<file path="src/rtl/hdlc_rx_pkg.sv">
// rtl/hdlc_rx_pkg.sv - shared constants and state type for the HDLC receive deframer
package hdlc_rx_pkg;

  // Opening/closing flag as it appears in the LSB-first window
  localparam logic [7:0] FLAG_PATTERN = 8'h7E;
  // Consecutive 1s that signal an abort
  localparam int ABORT_ONES = 7;
  // Consecutive data 1s after which the transmitter inserts a 0
  localparam int STUFF_ONES = 5;

  typedef enum logic [1:0] {
    IDLE,
    FLAG,
    RECEIVING
  } rx_state_t;

endpackage

</file>
<file path="src/rtl/hdlc_rx_pattern_detect.sv">
// rtl/hdlc_rx_pattern_detect.sv - serial window with registered flag/abort decode and aligned data bit
module hdlc_rx_pattern_detect
  import hdlc_rx_pkg::*;
#(
  parameter logic [7:0] FLAG_WORD = 8'h7E
) (
  input  logic clk,
  input  logic rst,
  input  logic en,
  input  logic rx,
  output logic flag_det,
  output logic abort_det,
  output logic data_bit
);

  // Newest bit enters at bit 7, so bit 0 holds the oldest (first received) bit
  logic [7:0] window;
  // Two extra stages line the outgoing data bit up with the registered detect
  // pulses: the last bit before a flag is consumed in the flag_det cycle
  logic [1:0] data_dly;
  logic       abort_run;
  logic       abort_now;

  assign abort_now = &window[7 -: ABORT_ONES];
  assign data_bit  = data_dly[1];

  // Shift the line in every cycle and register the pattern decode
  always_ff @(posedge clk or posedge rst) begin
    if (rst) begin
      window    <= 8'hFF;
      data_dly  <= 2'b11;
      flag_det  <= 1'b0;
      abort_det <= 1'b0;
      abort_run <= 1'b0;
    end else begin
      window    <= {rx, window[7:1]};
      data_dly  <= {data_dly[0], window[0]};
      flag_det  <= en && (window == FLAG_WORD);
      // Report only the first cycle of a run of 1s
      abort_det <= en && abort_now && !abort_run;
      abort_run <= abort_now;
    end
  end

endmodule

</file>
<file path="src/rtl/hdlc_rx_deframer.sv">
// rtl/hdlc_rx_deframer.sv - HDLC receive deframer: zero removal, byte assembly and frame delimiting
module hdlc_rx_deframer
  import hdlc_rx_pkg::*;
#(
  parameter int         MIN_FRAME_BYTES = 4,
  parameter logic [7:0] FLAG_PATTERN    = hdlc_rx_pkg::FLAG_PATTERN
) (
  input  logic       Clk,
  input  logic       Rst,
  input  logic       RxEN,
  input  logic       Rx,
  output logic [7:0] Rx_Data,
  output logic       Rx_NewByte,
  output logic       Rx_FlagDetect,
  output logic       Rx_AbortDetect,
  output logic       Rx_ValidFrame,
  output logic       Rx_StartZeroDetect,
  output logic       Rx_StartFCS,
  output logic       Rx_StopFCS,
  output logic       Rx_EoF,
  output logic       Rx_FrameError
);

  localparam logic [7:0] MIN_BYTES = 8'(MIN_FRAME_BYTES);

  rx_state_t  state;
  logic       flag_det;
  logic       abort_det;
  logic       data_bit;
  logic [2:0] since_flag;
  logic [2:0] bit_cnt;
  logic [2:0] ones;
  logic [7:0] byte_cnt;
  logic [7:0] shreg;
  logic       eof_pend;
  logic       err_pend;

  logic       stuffed;
  logic       take;
  logic       byte_done;
  logic       close_err;
  logic [2:0] bit_cnt_next;
  logic [7:0] byte_cnt_next;
  logic [7:0] shreg_next;

  hdlc_rx_pattern_detect #(
    .FLAG_WORD(FLAG_PATTERN)
  ) u_detect (
    .clk      (Clk),
    .rst      (Rst),
    .en       (RxEN),
    .rx       (Rx),
    .flag_det (flag_det),
    .abort_det(abort_det),
    .data_bit (data_bit)
  );

  assign Rx_FlagDetect  = flag_det;
  assign Rx_AbortDetect = abort_det;

  // Decide whether this cycle's data bit is kept, and what counters become if so;
  // the close-error check uses the post-update counts so a byte finishing in the
  // flag cycle is counted
  always_comb begin
    stuffed       = (ones >= 3'(STUFF_ONES)) && !data_bit;
    take          = (state == RECEIVING) && RxEN && !stuffed;
    shreg_next    = {data_bit, shreg[7:1]};
    byte_done     = take && (bit_cnt == 3'd7);
    bit_cnt_next  = take ? bit_cnt + 3'd1 : bit_cnt;
    byte_cnt_next = (byte_done && (byte_cnt != 8'hFF)) ? byte_cnt + 8'd1 : byte_cnt;
    close_err     = (bit_cnt_next != 3'd0) || (byte_cnt_next < MIN_BYTES);
  end

  // Frame state machine with byte assembly and registered frame outputs
  always_ff @(posedge Clk or posedge Rst) begin
    if (Rst) begin
      state              <= IDLE;
      since_flag         <= 3'd0;
      bit_cnt            <= 3'd0;
      ones               <= 3'd0;
      byte_cnt           <= 8'd0;
      shreg              <= 8'd0;
      eof_pend           <= 1'b0;
      err_pend           <= 1'b0;
      Rx_Data            <= 8'h00;
      Rx_NewByte         <= 1'b0;
      Rx_ValidFrame      <= 1'b0;
      Rx_StartZeroDetect <= 1'b0;
      Rx_StartFCS        <= 1'b0;
      Rx_StopFCS         <= 1'b0;
      Rx_EoF             <= 1'b0;
      Rx_FrameError      <= 1'b0;
    end else begin
      Rx_NewByte    <= 1'b0;
      Rx_StartFCS   <= 1'b0;
      Rx_StopFCS    <= 1'b0;
      Rx_EoF        <= eof_pend;
      Rx_FrameError <= eof_pend && err_pend;
      eof_pend      <= 1'b0;
      err_pend      <= 1'b0;

      if (take) begin
        shreg    <= shreg_next;
        bit_cnt  <= bit_cnt_next;
        byte_cnt <= byte_cnt_next;
      end
      if (byte_done) begin
        Rx_Data    <= shreg_next;
        Rx_NewByte <= 1'b1;
      end

      // Run of consecutive data 1s; a discarded stuffed 0 also clears it
      if ((state == RECEIVING) && RxEN) begin
        if (data_bit) ones <= (ones == 3'd7) ? ones : ones + 3'd1;
        else          ones <= 3'd0;
      end else begin
        ones <= 3'd0;
      end

      if (!RxEN) begin
        state <= IDLE;
        if (state == RECEIVING) begin
          Rx_ValidFrame      <= 1'b0;
          Rx_StartZeroDetect <= 1'b0;
          Rx_StopFCS         <= 1'b1;
          eof_pend           <= 1'b1;
          err_pend           <= 1'b1;
        end
      end else begin
        case (state)
          IDLE: begin
            if (flag_det) begin
              state      <= FLAG;
              since_flag <= 3'd0;
            end
          end
          FLAG: begin
            if (abort_det) begin
              state <= IDLE;
            end else if (flag_det) begin
              since_flag <= 3'd0;
            end else if (since_flag == 3'd7) begin
              state              <= RECEIVING;
              bit_cnt            <= 3'd0;
              byte_cnt           <= 8'd0;
              shreg              <= 8'd0;
              Rx_ValidFrame      <= 1'b1;
              Rx_StartZeroDetect <= 1'b1;
              Rx_StartFCS        <= 1'b1;
            end else begin
              since_flag <= since_flag + 3'd1;
            end
          end
          RECEIVING: begin
            if (flag_det) begin
              // The closing flag may also open the next frame
              state              <= FLAG;
              since_flag         <= 3'd0;
              Rx_ValidFrame      <= 1'b0;
              Rx_StartZeroDetect <= 1'b0;
              Rx_StopFCS         <= 1'b1;
              eof_pend           <= 1'b1;
              err_pend           <= close_err;
            end else if (abort_det) begin
              state              <= IDLE;
              Rx_ValidFrame      <= 1'b0;
              Rx_StartZeroDetect <= 1'b0;
              Rx_StopFCS         <= 1'b1;
              eof_pend           <= 1'b1;
              err_pend           <= 1'b0;
            end
          end
          default: state <= IDLE;
        endcase
      end
    end
  end

endmodule
</file>
<file path="config.mk">
export PLATFORM = sky130hd
export DESIGN_NAME = hdlc_rx_deframer
export DESIGN_NICKNAME = d
export VERILOG_FILES = /design/src/rtl/hdlc_rx_pkg.sv /design/src/rtl/hdlc_rx_pattern_detect.sv /design/src/rtl/hdlc_rx_deframer.sv
export SDC_FILE = /design/constraint.sdc
export NUM_CORES = 1
export LEC_CHECK = 0
export ABC_AREA = 1
export CORE_MARGIN = 2
export CORE_UTILIZATION = 43
export DETAILED_ROUTE_END_ITERATION = 10
export DONT_BUFFER_PORTS = 1
export GPL_TIMING_DRIVEN = 0
export SYNTH_ARGS = -nofsm -noshare
export SYNTH_HDL_FRONTEND = slang
export SYNTH_SLANG_ARGS = --single-unit
</file>
<file path="constraint.sdc">
create_clock -name Clk -period 1.8 [get_ports Clk]
set_input_delay 0.18 -clock Clk [delete_from_list [all_inputs] [get_ports Clk]]
set_output_delay 0.18 -clock Clk [all_outputs]
set_load 0.02 [all_outputs]
</file>
==> flow_metrics.env, run 1 <==
export IMPL_grt_pass1_wl_um=8280
export IMPL_grt_max_degree=43
export IMPL_synth_edf_count=0
export IMPL_grt_remaining_overflow=0
export IMPL_synth_xor_area_share_pct=1.35
export IMPL_fin_cells=389
export IMPL_synthArstFlopShare_pct=100
export IMPL_setup_violations=0
export IMPL_post_route_min_period_ns=1.69
export IMPL_seq_area_frac_synth_pct=52.5
export IMPL_crit_type="flop to flop"
export IMPL_grt_usage_pct=16.1
export IMPL_setup_worst_path_start_class="flop"
export IMPL_grt_pass1_vias=1926
export IMPL_place_area_mm2=0.00271
export IMPL_min_period_over_period_pct=94.1
export IMPL_root_buffer="clkbuf_8"
export IMPL_final_cell_area_mm2=0.00298
export IMPL_synth_fa_ha_area_share_pct=5.78
export IMPL_ir_worst_vdd_uv=630
export IMPL_diodes=0
export IMPL_cap_violations=0
export IMPL_cts_buffers=5
export IMPL_remaining_drc_errors=0
export IMPL_ant_nets=0
export IMPL_use_met2_pct=27.9
export IMPL_fp_coreArea_mm2=0.00589
export IMPL_cts_tree="built"
export IMPL_fmax_mhz=590
export IMPL_relSlewSlack_pct=73.4
export IMPL_final_util_pct=50.6
export IMPL_synth_ff_type="dfrtp_1"
export IMPL_synth_cells=297
export IMPL_critPathBufInv=2
export IMPL_drt_iter0_markers=128
export IMPL_htreeDepth=2
export IMPL_worst_ep_arrival_time_ns=1.91
export IMPL_yosys_warnings=0
export IMPL_worstPathMaxFanout=6
export IMPL_synth_area_mm2=0.00260
export IMPL_syn_to_final_growth_pct=14.7
export IMPL_viasPerCell=4.89
export IMPL_port_buffers=0
export IMPL_clkSinkCount=54
export IMPL_top_usage_layer="met2"
export IMPL_cpMaxStageDelayCell="dfrtp_2"
export IMPL_drive_gt1_share_pct=20.4
export IMPL_p_seq_share_pct=49.2
export IMPL_syn_area_per_cell_um2=8.74
export IMPL_yosysUniqueCellTypes=33
export IMPL_power_switching_mw=1.45
export IMPL_worst_pin_slew_ns=0.399
export IMPL_clkTransAtPathRegs_ns=0.10
export IMPL_final_net_count=329
export IMPL_path_cells="inv_2 > ha_4 > inv_2 > nand2_2 > nand2_4 > nand3_4 > nor2_4 > nand2_1 > nand2_1 > nor2_1 > nand3_1 > nand2_1 > nand2_1 > nand2_1"
export IMPL_die_y_um=81.7
export IMPL_path_delay_family="simple AND/OR/NAND/NOR gates"
export IMPL_p_comb_share_pct=30.0
export IMPL_gp_congestion=0.801
export IMPL_outcome="complete, no violations"
export IMPL_p_per_area_mw_per_mm2=1290
export IMPL_drv_slew=0
export IMPL_power_frac_clock_pct=20.8
export IMPL_ys_seq_elements=54
export IMPL_initial_core_util_pct=44.1
export IMPL_rows=28
export IMPL_routed_wl_um=4700
export IMPL_synth_area_mux_share_pct=0.386
export IMPL_finalPower_mw=3.84
export IMPL_synth_compound_gate_area_share_pct=8.24
export IMPL_rsz0062_at_grt="yes"
export IMPL_gr_usage_met1_pct=19.1
export IMPL_cp_common_cell="nand2_1"
export IMPL_clk_latency_ns=0.31
export IMPL_dp_hpwl_um=3170
export IMPL_synth_nets=313
export IMPL_clock_skew_ns=0.00451
export IMPL_dr_total_vias=1901
export IMPL_num_io_pins=21
export IMPL_cts_buffer_depth=2
export IMPL_grtUsageMet3_pct=4.84
export IMPL_fp_dieW_um=81.7
export IMPL_leakage_nw=1.49
export IMPL_required_ns=2.02
export IMPL_yosys_area_share_simple_pct=24.4
export IMPL_swShare_pct=37.7
export IMPL_wl_per_cell_um=12.1
export IMPL_hold_ws_ns=0.107
export IMPL_p_int_mw=2.39
export IMPL_hold_viol_final=0
export IMPL_cp_end_kind="flop"
export IMPL_synth_top_family_by_area="simple AND/OR/NAND/NOR gates"
export IMPL_cp_slowest_stage_delay_ns=0.42
export IMPL_die_area_mm2=0.00668
export IMPL_antenna_found_initial=0
export IMPL_hp_class="primary input to flop"
export IMPL_place_inst=373
export IMPL_first_pass_iters=4
## cell type report
type	count	area (µm²)
buffer	6	47.5
clock buffer	6	93.8
clock inverter	2	17.5
fill	570	2910
inverter	36	144
multi-input combinational	201	1130
sequential	54	1370
tap	75	93.8
timing repair buffer	9	85.1
## state kept, by name, summed over array words and instances (netlist names)
name,cells
Rx_Data,8
Rx_EoF,1
Rx_FrameError,1
Rx_NewByte,1
Rx_StartFCS,1
Rx_StartZeroDetect,1
bit_cnt,3
byte_cnt,8
eof_pend,1
err_pend,1
ones,3
shreg,7
since_flag,3
state,2
u_detect.abort_det,1
u_detect.abort_run,1
u_detect.data_dly,2
u_detect.flag_det,1
u_detect.window,8
## metrics by stage
stage,TNS [ns],worst slack (ns)
2_1_floorplan,0,0.151
5_1_grt,-0.0427,-0.0427
4_1_cts,0,0.00497
6_report,0,0.106
3_3_place_gp,-13.32,-0.304
3_5_place_dp,-0.128,-0.109
## power by group through the flow
stage          combinational [mW]  sequential, mW  clock [mW]
5_1_grt                      1.34            1.93       0.873
4_1_cts                      1.06            1.88       0.822
2_1_floorplan               0.843            1.84           0
3_5_place_dp                 1.02            1.91           0
6_report                     1.15            1.89       0.797
3_3_place_gp                0.982            1.89           0
## synth_stat cells, types with 4 or more instances
| library cell | number | area share (%) |
|---|---|---|
| nand2_1 | 76 | 11 |
| dfrtp_1 | 44 | 42 |
| nor2_1 | 43 | 6.2 |
| inv_1 | 30 | 4.3 |
| o21ai_0 | 21 | 4.0 |
| a21oi_1 | 12 | 2.3 |
| ha_1 | 12 | 5.8 |
| dfstp_2 | 10 | 10 |
| nand3_1 | 6 | 1.2 |
| nand2_2 | 4 | 0.96 |
| xor2_1 | 4 | 1.3 |
## cells by family (layout without fill, tap and decap cells)
family	count (synthesis)	after routing
AOI/OAI and AO/OA	39	39
xor gates and xnor gates	4	4
adders and majority gates	12	12
buffers and inverters	42	59
DFF	54	54
muxes	1	1
and+or+nand+nor	145	145
## routing by layer
layer	part of all wire (%)	up-vias
li1	-	969
met1	45	888
met2	49	37
met3	4.9	7
met4	1.3	0
met5	0	-
## final timing paths
path | slack, ns | startpoint | end | cells past startpoint
worst min register to register | 0.36 | u_detect.data_dly[0]$_DFF_PP1_ | u_detect.data_dly[1]$_DFF_PP1_ | 0
worst min-delay path | 0.11 | RxEN | eof_pend$_DFF_PP0_ | 2
min in group asynchronous | 0.25 | Rst | Rx_StartZeroDetect$_DFFE_PP0P_ | 2
max in group asynchronous | 0.99 | Rst | u_detect.window[3]$_DFF_PP1_ | 3
worst max-delay path | 0.11 | ones[1]$_DFFE_PP0P_ | err_pend$_DFF_PP0_ | 14
worst max register to register | 0.11 | ones[1]$_DFFE_PP0P_ | err_pend$_DFF_PP0_ | 14
## layout by cell type, fill, tap and decap left out, types with 2 or more instances in the layout
| master | count |
|---|---|
| nand3_4 | 2 |
| nand4_1 | 3 |
| o21a_1 | 2 |
| o21ai_0 | 20 |
| dlygate4sd3_1 | 2 |
| nand3_1 | 6 |
| nand2_1 | 70 |
| a21oi_1 | 12 |
| nand2_4 | 3 |
| buf_6 | 2 |
| ha_4 | 2 |
| ha_1 | 9 |
| nand2_2 | 8 |
| clkbuf_8 | 5 |
| inv_2 | 6 |
| dfrtp_1 | 43 |
| xor2_1 | 4 |
| dfstp_2 | 10 |
| buf_4 | 8 |
| nor2_1 | 42 |
| buf_2 | 2 |
| nor2_4 | 4 |
| inv_4 | 2 |
| inv_1 | 26 |
| nor3_1 | 3 |
## repair_timing
action	in CTS	in global routing
gates resized for setup	1	24
setup endpoints to repair	8	15
hold endpoints to repair	13	0
hold buffers	2	0
pin swaps	0	14
setup buffers	1	5
(Power assumes the default switching activity.)
==> run 2, diff against run 1 <==
- RECOVER_POWER: not set -> 50
==> flow_metrics.env, run 2 (synthesized netlist as in run 1, its figures left out) <==
export IMPL_outcome="complete, no violations"
export IMPL_cts_buffer_depth=2
export IMPL_worstPathMaxFanout=6
export IMPL_rows=28
export IMPL_layout_common_cells="nand2_1, dfrtp_1, nor2_1, inv_1, o21ai_0"
export IMPL_cts_buffers=5
export IMPL_ant_nets=0
export IMPL_clkSinkCount=54
export IMPL_die_y_um=81.7
export IMPL_cts_tree="built"
export IMPL_grt_usage_pct=16.1
export IMPL_drive_gt1_share_pct=20.1
export IMPL_fp_coreArea_mm2=0.00589
export IMPL_min_period_over_period_pct=94.2
export IMPL_required_ns=2.01
export IMPL_post_route_min_period_ns=1.69
export IMPL_hold_viol_final=0
export IMPL_p_per_area_mw_per_mm2=1290
export IMPL_crit_type="flop to flop"
export IMPL_pre_cts_ws_ns=-0.109
export IMPL_wl_per_cell_um=12.1
export IMPL_reg_top3="Rx_Data (8), byte_cnt (8), u_detect.window (8)"
export IMPL_clkTransAtPathRegs_ns=0.10
export IMPL_fin_setup_tns_ns=0
export IMPL_num_io_pins=21
export IMPL_cap_violations=0
export IMPL_grt_pass1_wl_um=8280
export IMPL_die_area_mm2=0.00668
export IMPL_drv_slew=0
export IMPL_antenna_found_initial=0
export IMPL_grt_pass1_vias=1926
export IMPL_drt_iter0_markers=111
export IMPL_setup_worst_path_start_class="flop"
export IMPL_ir_worst_vdd_uv=631
export IMPL_finalPower_mw=3.83
export IMPL_worst_pin_slew_ns=0.544
export IMPL_clk_latency_ns=0.31
export IMPL_fin_cells=389
export IMPL_final_net_count=329
export IMPL_grt_max_degree=43
export IMPL_remaining_drc_errors=0
export IMPL_routed_wl_um=4700
export IMPL_relSlewSlack_pct=63.7
export IMPL_root_buffer="clkbuf_8"
export IMPL_gp_congestion=0.801
export IMPL_grt_remaining_overflow=0
export IMPL_first_pass_iters=4
export IMPL_rsz0062_at_grt="yes"
export IMPL_leakage_nw=1.48
export IMPL_layout_setup_ws_ns=0.105
export IMPL_syn_to_final_growth_pct=14.2
export IMPL_fp_dieW_um=81.7
export IMPL_clock_skew_ns=0.00509
export IMPL_port_buffers=0
export IMPL_worst_ep_arrival_time_ns=1.91
export IMPL_dr_total_vias=1903
export IMPL_mostFrequentLayoutCell="nand2_1"
export IMPL_htreeDepth=2
export IMPL_place_inst=373
export IMPL_initial_core_util_pct=44.1
export IMPL_diodes=0
export IMPL_viasPerCell=4.89
export IMPL_setup_violations=0
export IMPL_cp_end_kind="flop"
export IMPL_fmax_mhz=590
export IMPL_hp_class="primary input to flop"
export IMPL_dp_hpwl_um=3170
run 2: cell count changes in the layout (fill, tap and decap cells not counted):
cell / delta
clkbuf_4: +1
buf_12: -1
inv_1: +1
inv_2: -1
run 2: power by group:
group,internal (mW),leakage [nW],switching [mW]
Clock,0.370,0.0588,0.428
Sequential,1.53,0.660,0.358
Combinational,0.486,0.765,0.662
run 2: layer usage:
| layer | vias up | share of wire (%) | track usage, % |
|---|---|---|---|
| li1 | 970 | - | - |
| met1 | 889 | 45 | 19.1 |
| met2 | 37 | 49 | 27.9 |
| met3 | 7 | 4.9 | 4.84 |
| met4 | 0 | 1.3 | 5.50 |
| met5 | - | 0 | 0 |
run 2: final cells by class:
| type | count | area (µm²) |
|---|---|---|
| Fill cell | 572 | 2920 |
| Clock buffer | 6 | 93.8 |
| Multi-Input combinational cell | 201 | 1130 |
| Sequential cell | 54 | 1370 |
| Clock inverter | 2 | 17.5 |
| Inverter | 36 | 144 |
| Timing Repair Buffer | 9 | 72.6 |
| Tap cell | 75 | 93.8 |
| Buffer | 6 | 47.5 |
run 2: worst max-delay path: stages, from the launching register on:
cell     delay (ns)
dfrtp_2        0.42
inv_2          0.07
ha_4           0.17
inv_2          0.05
nand2_2        0.06
nand2_4        0.09
nand3_4        0.10
nor2_4         0.20
nand2_1        0.08
nand2_1        0.08
nor2_1         0.05
nand3_1        0.08
nand2_1        0.05
nand2_1        0.05
nand2_1        0.04
run 2: final timing paths:
kind / start / endpoint / slack (ns) / depth (start not counted)
worst max-delay path: ones[1]$_DFFE_PP0P_ / err_pend$_DFF_PP0_ / 0.11 / 14
worst min-delay path: RxEN / eof_pend$_DFF_PP0_ / 0.11 / 2
worst max register to register: ones[1]$_DFFE_PP0P_ / err_pend$_DFF_PP0_ / 0.11 / 14
worst min register to register: u_detect.data_dly[0]$_DFF_PP1_ / u_detect.data_dly[1]$_DFF_PP1_ / 0.36 / 0
max in group asynchronous: Rst / ones[1]$_DFFE_PP0P_ / 0.51 / 3
min in group asynchronous: Rst / Rx_StartZeroDetect$_DFFE_PP0P_ / 0.31 / 2
run 2: metrics by stage:
| stage | hold WS, ns | cell area [µm²] | utilization, % |
|---|---|---|---|
| 6_report | 0.107 | 2960 | 50.4 |
| 3_3_place_gp | 0.185 | 2690 | 45.7 |
| 5_1_grt | 0.0999 | 2960 | 50.4 |
| 4_1_cts | 0.0975 | 2850 | 48.4 |
| 2_1_floorplan | 0.184 | 2600 | - |
| 3_5_place_dp | 0.0287 | 2710 | 46.0 |
run 2: timing repair:
| action | in CTS | in global routing |
|---|---|---|
| endpoints found under the setup margin | 8 | 15 |
| hold buffers | 2 | 0 |
| buffers inserted | 1 | 5 |
| pin swaps | 0 | 14 |
| hold endpoints to repair | 13 | 0 |
| resized for setup | 1 | 24 |
==> run 3, diff against run 2 <==
- CORE_UTILIZATION: 43 -> 55
- PLACE_DENSITY: not set -> 0.7
==> flow_metrics.env, run 3 (synthesized netlist as in run 1, its figures left out) <==
export IMPL_final_cell_area_mm2=0.00304
export IMPL_fin_setup_tns_ns=0
export IMPL_num_io_pins=21
export IMPL_grt_max_degree=32
export IMPL_fp_dieW_um=72.7
export IMPL_hp_class="primary input to flop"
export IMPL_ir_worst_vdd_uv=740
export IMPL_cp_common_cell="nand2_1"
export IMPL_swShare_pct=37.2
export IMPL_min_period_over_period_pct=95.1
export IMPL_p_per_area_mw_per_mm2=1290
export IMPL_die_area_mm2=0.00529
export IMPL_seq_area_mm2=0.00137
export IMPL_die_y_um=72.7
export IMPL_first_pass_iters=4
export IMPL_crit_type="flop to flop"
export IMPL_grt_remaining_overflow=0
export IMPL_remaining_drc_errors=0
export IMPL_syn_to_final_growth_pct=16.9
export IMPL_cpMaxStageDelayCell="dfrtp_1"
export IMPL_port_buffers=0
export IMPL_power_switching_mw=1.46
export IMPL_cts_buffers=5
export IMPL_reg_top3="Rx_Data (8), byte_cnt (8), u_detect.window (8)"
export IMPL_p_int_mw=2.46
export IMPL_worst_pin_slew_ns=0.923
export IMPL_path_cells="ha_4 > inv_2 > nand2_1 > nand2_2 > nand3_4 > nor2_4 > nand2_1 > nand2_1 > nor2_1 > nand3_1 > nand2_1 > nand2_1 > nand2_1"
export IMPL_final_util_pct=68.3
export IMPL_post_route_min_period_ns=1.71
export IMPL_grt_pass1_wl_um=8140
export IMPL_fp_coreArea_mm2=0.00444
export IMPL_p_comb_share_pct=30.9
export IMPL_relSlewSlack_pct=38.4
export IMPL_cts_buffer_depth=2
export IMPL_hold_viol_final=0
export IMPL_final_net_count=338
export IMPL_required_ns=2.01
export IMPL_wl_per_cell_um=12.9
export IMPL_power_frac_clock_pct=20.6
export IMPL_routed_wl_um=4860
export IMPL_cts_tree="built"
export IMPL_cp_slowest_stage_delay_ns=0.44
export IMPL_root_buffer="clkbuf_8"
export IMPL_dp_hpwl_um=3240
export IMPL_cp_end_kind="flop"
export IMPL_clkTransAtPathRegs_ns=0.09
export IMPL_grt_usage_pct=19.7
export IMPL_worst_ep_arrival_time_ns=1.92
export IMPL_gp_congestion=0.812
export IMPL_drt_iter0_markers=137
export IMPL_grt_pass1_vias=1883
export IMPL_clock_skew_ns=0.00718
export IMPL_mostFrequentLayoutCell="nand2_1"
export IMPL_antenna_found_initial=0
export IMPL_drive_gt1_share_pct=21.7
export IMPL_fmax_mhz=584
export IMPL_layout_common_cells="nand2_1, dfrtp_1, nor2_1, inv_1, o21ai_0"
export IMPL_rows=24
export IMPL_initial_core_util_pct=58.4
export IMPL_leakage_nw=1.51
export IMPL_clk_latency_ns=0.32
export IMPL_viasPerCell=5.21
export IMPL_clkSinkCount=54
export IMPL_drv_slew=0
export IMPL_diodes=0
export IMPL_dr_total_vias=1954
export IMPL_multiInputGateArea_mm2=0.00114
export IMPL_worstPathMaxFanout=6
export IMPL_setup_worst_path_start_class="flop"
export IMPL_htreeDepth=2
export IMPL_setup_violations=0
export IMPL_ant_nets=0
export IMPL_p_seq_share_pct=48.5
export IMPL_cap_violations=0
export IMPL_outcome="complete, no violations"
export IMPL_place_area_mm2=0.00268
export IMPL_fillCellCount=357
## run 3: critical path, delay by kind of cell (launching register included)
family,cells,cell delay [ns]
buffers and inverters,1,0.04
adder cells (fa/ha/maj),1,0.19
AND/OR/NAND/NOR,11,0.94
flip-flops,1,0.44
## run 3: layout make-up
cell class	instances	area share, %
multi-input cells	201	37.7
clock inverters	1	0.289
well taps	52	2.14
flip-flops and latches	54	45.0
clock buffers	7	3.54
inverters	36	4.74
repair buffers	18	5.03
plain buffers	6	1.57
## run 3: repair_timing
action,4_1_cts,5_1_grt
gates resized for setup,3,27
hold buffers,2,0
pin swaps,0,18
endpoints found under the hold margin,24,0
buffers inserted,0,15
endpoints found under the setup margin,9,21
## run 3: path summary, 6_finish.rpt
check	endpoint	from	slack [ns]	cells past startpoint
max	err_pend$_DFF_PP0_	ones[0]$_DFFE_PP0P_	0.09	13
min reg2reg	u_detect.data_dly[1]$_DFF_PP1_	u_detect.data_dly[0]$_DFF_PP1_	0.37	0
min in group asynchronous	Rx_Data[6]$_DFFE_PP0P_	Rst	0.50	2
max reg2reg	err_pend$_DFF_PP0_	ones[0]$_DFFE_PP0P_	0.09	13
min	eof_pend$_DFF_PP0_	RxEN	0.11	2
max in group asynchronous	u_detect.data_dly[1]$_DFF_PP1_	Rst	0.56	3
## run 3: power groups by stage
stage	logic (mW)	registers [mW]	clock network, mW
global placement	0.972	1.89	0
CTS	1.02	1.89	0.825
global route	1.42	1.95	0.863
floorplan	0.843	1.84	0
finish	1.21	1.90	0.807
detailed placement	1.01	1.91	0
## run 3: per-stage QoR
stage | hold WS (ns) | setup slack (ns) | total power, mW | cells
2_1_floorplan | 0.184 | 0.151 | 2.68 | 297
3_3_place_gp | 0.185 | -0.215 | 2.86 | 349
3_5_place_dp | 0.132 | -0.0705 | 2.92 | 350
4_1_cts | 0.0932 | -0.0116 | 3.74 | 360
5_1_grt | 0.113 | -0.0289 | 4.23 | 375
6_report | 0.106 | 0.0889 | 3.92 | 375
## run 3: metal layers
metal  global-route usage [%]  up-vias  routed length [µm]
met1                     24.0      922                2130
met2                     34.6       41                2460
met5                        0        -                   0
li1                         -      983                   -
met3                     3.31        8                 174
met4                     7.61        0                  83
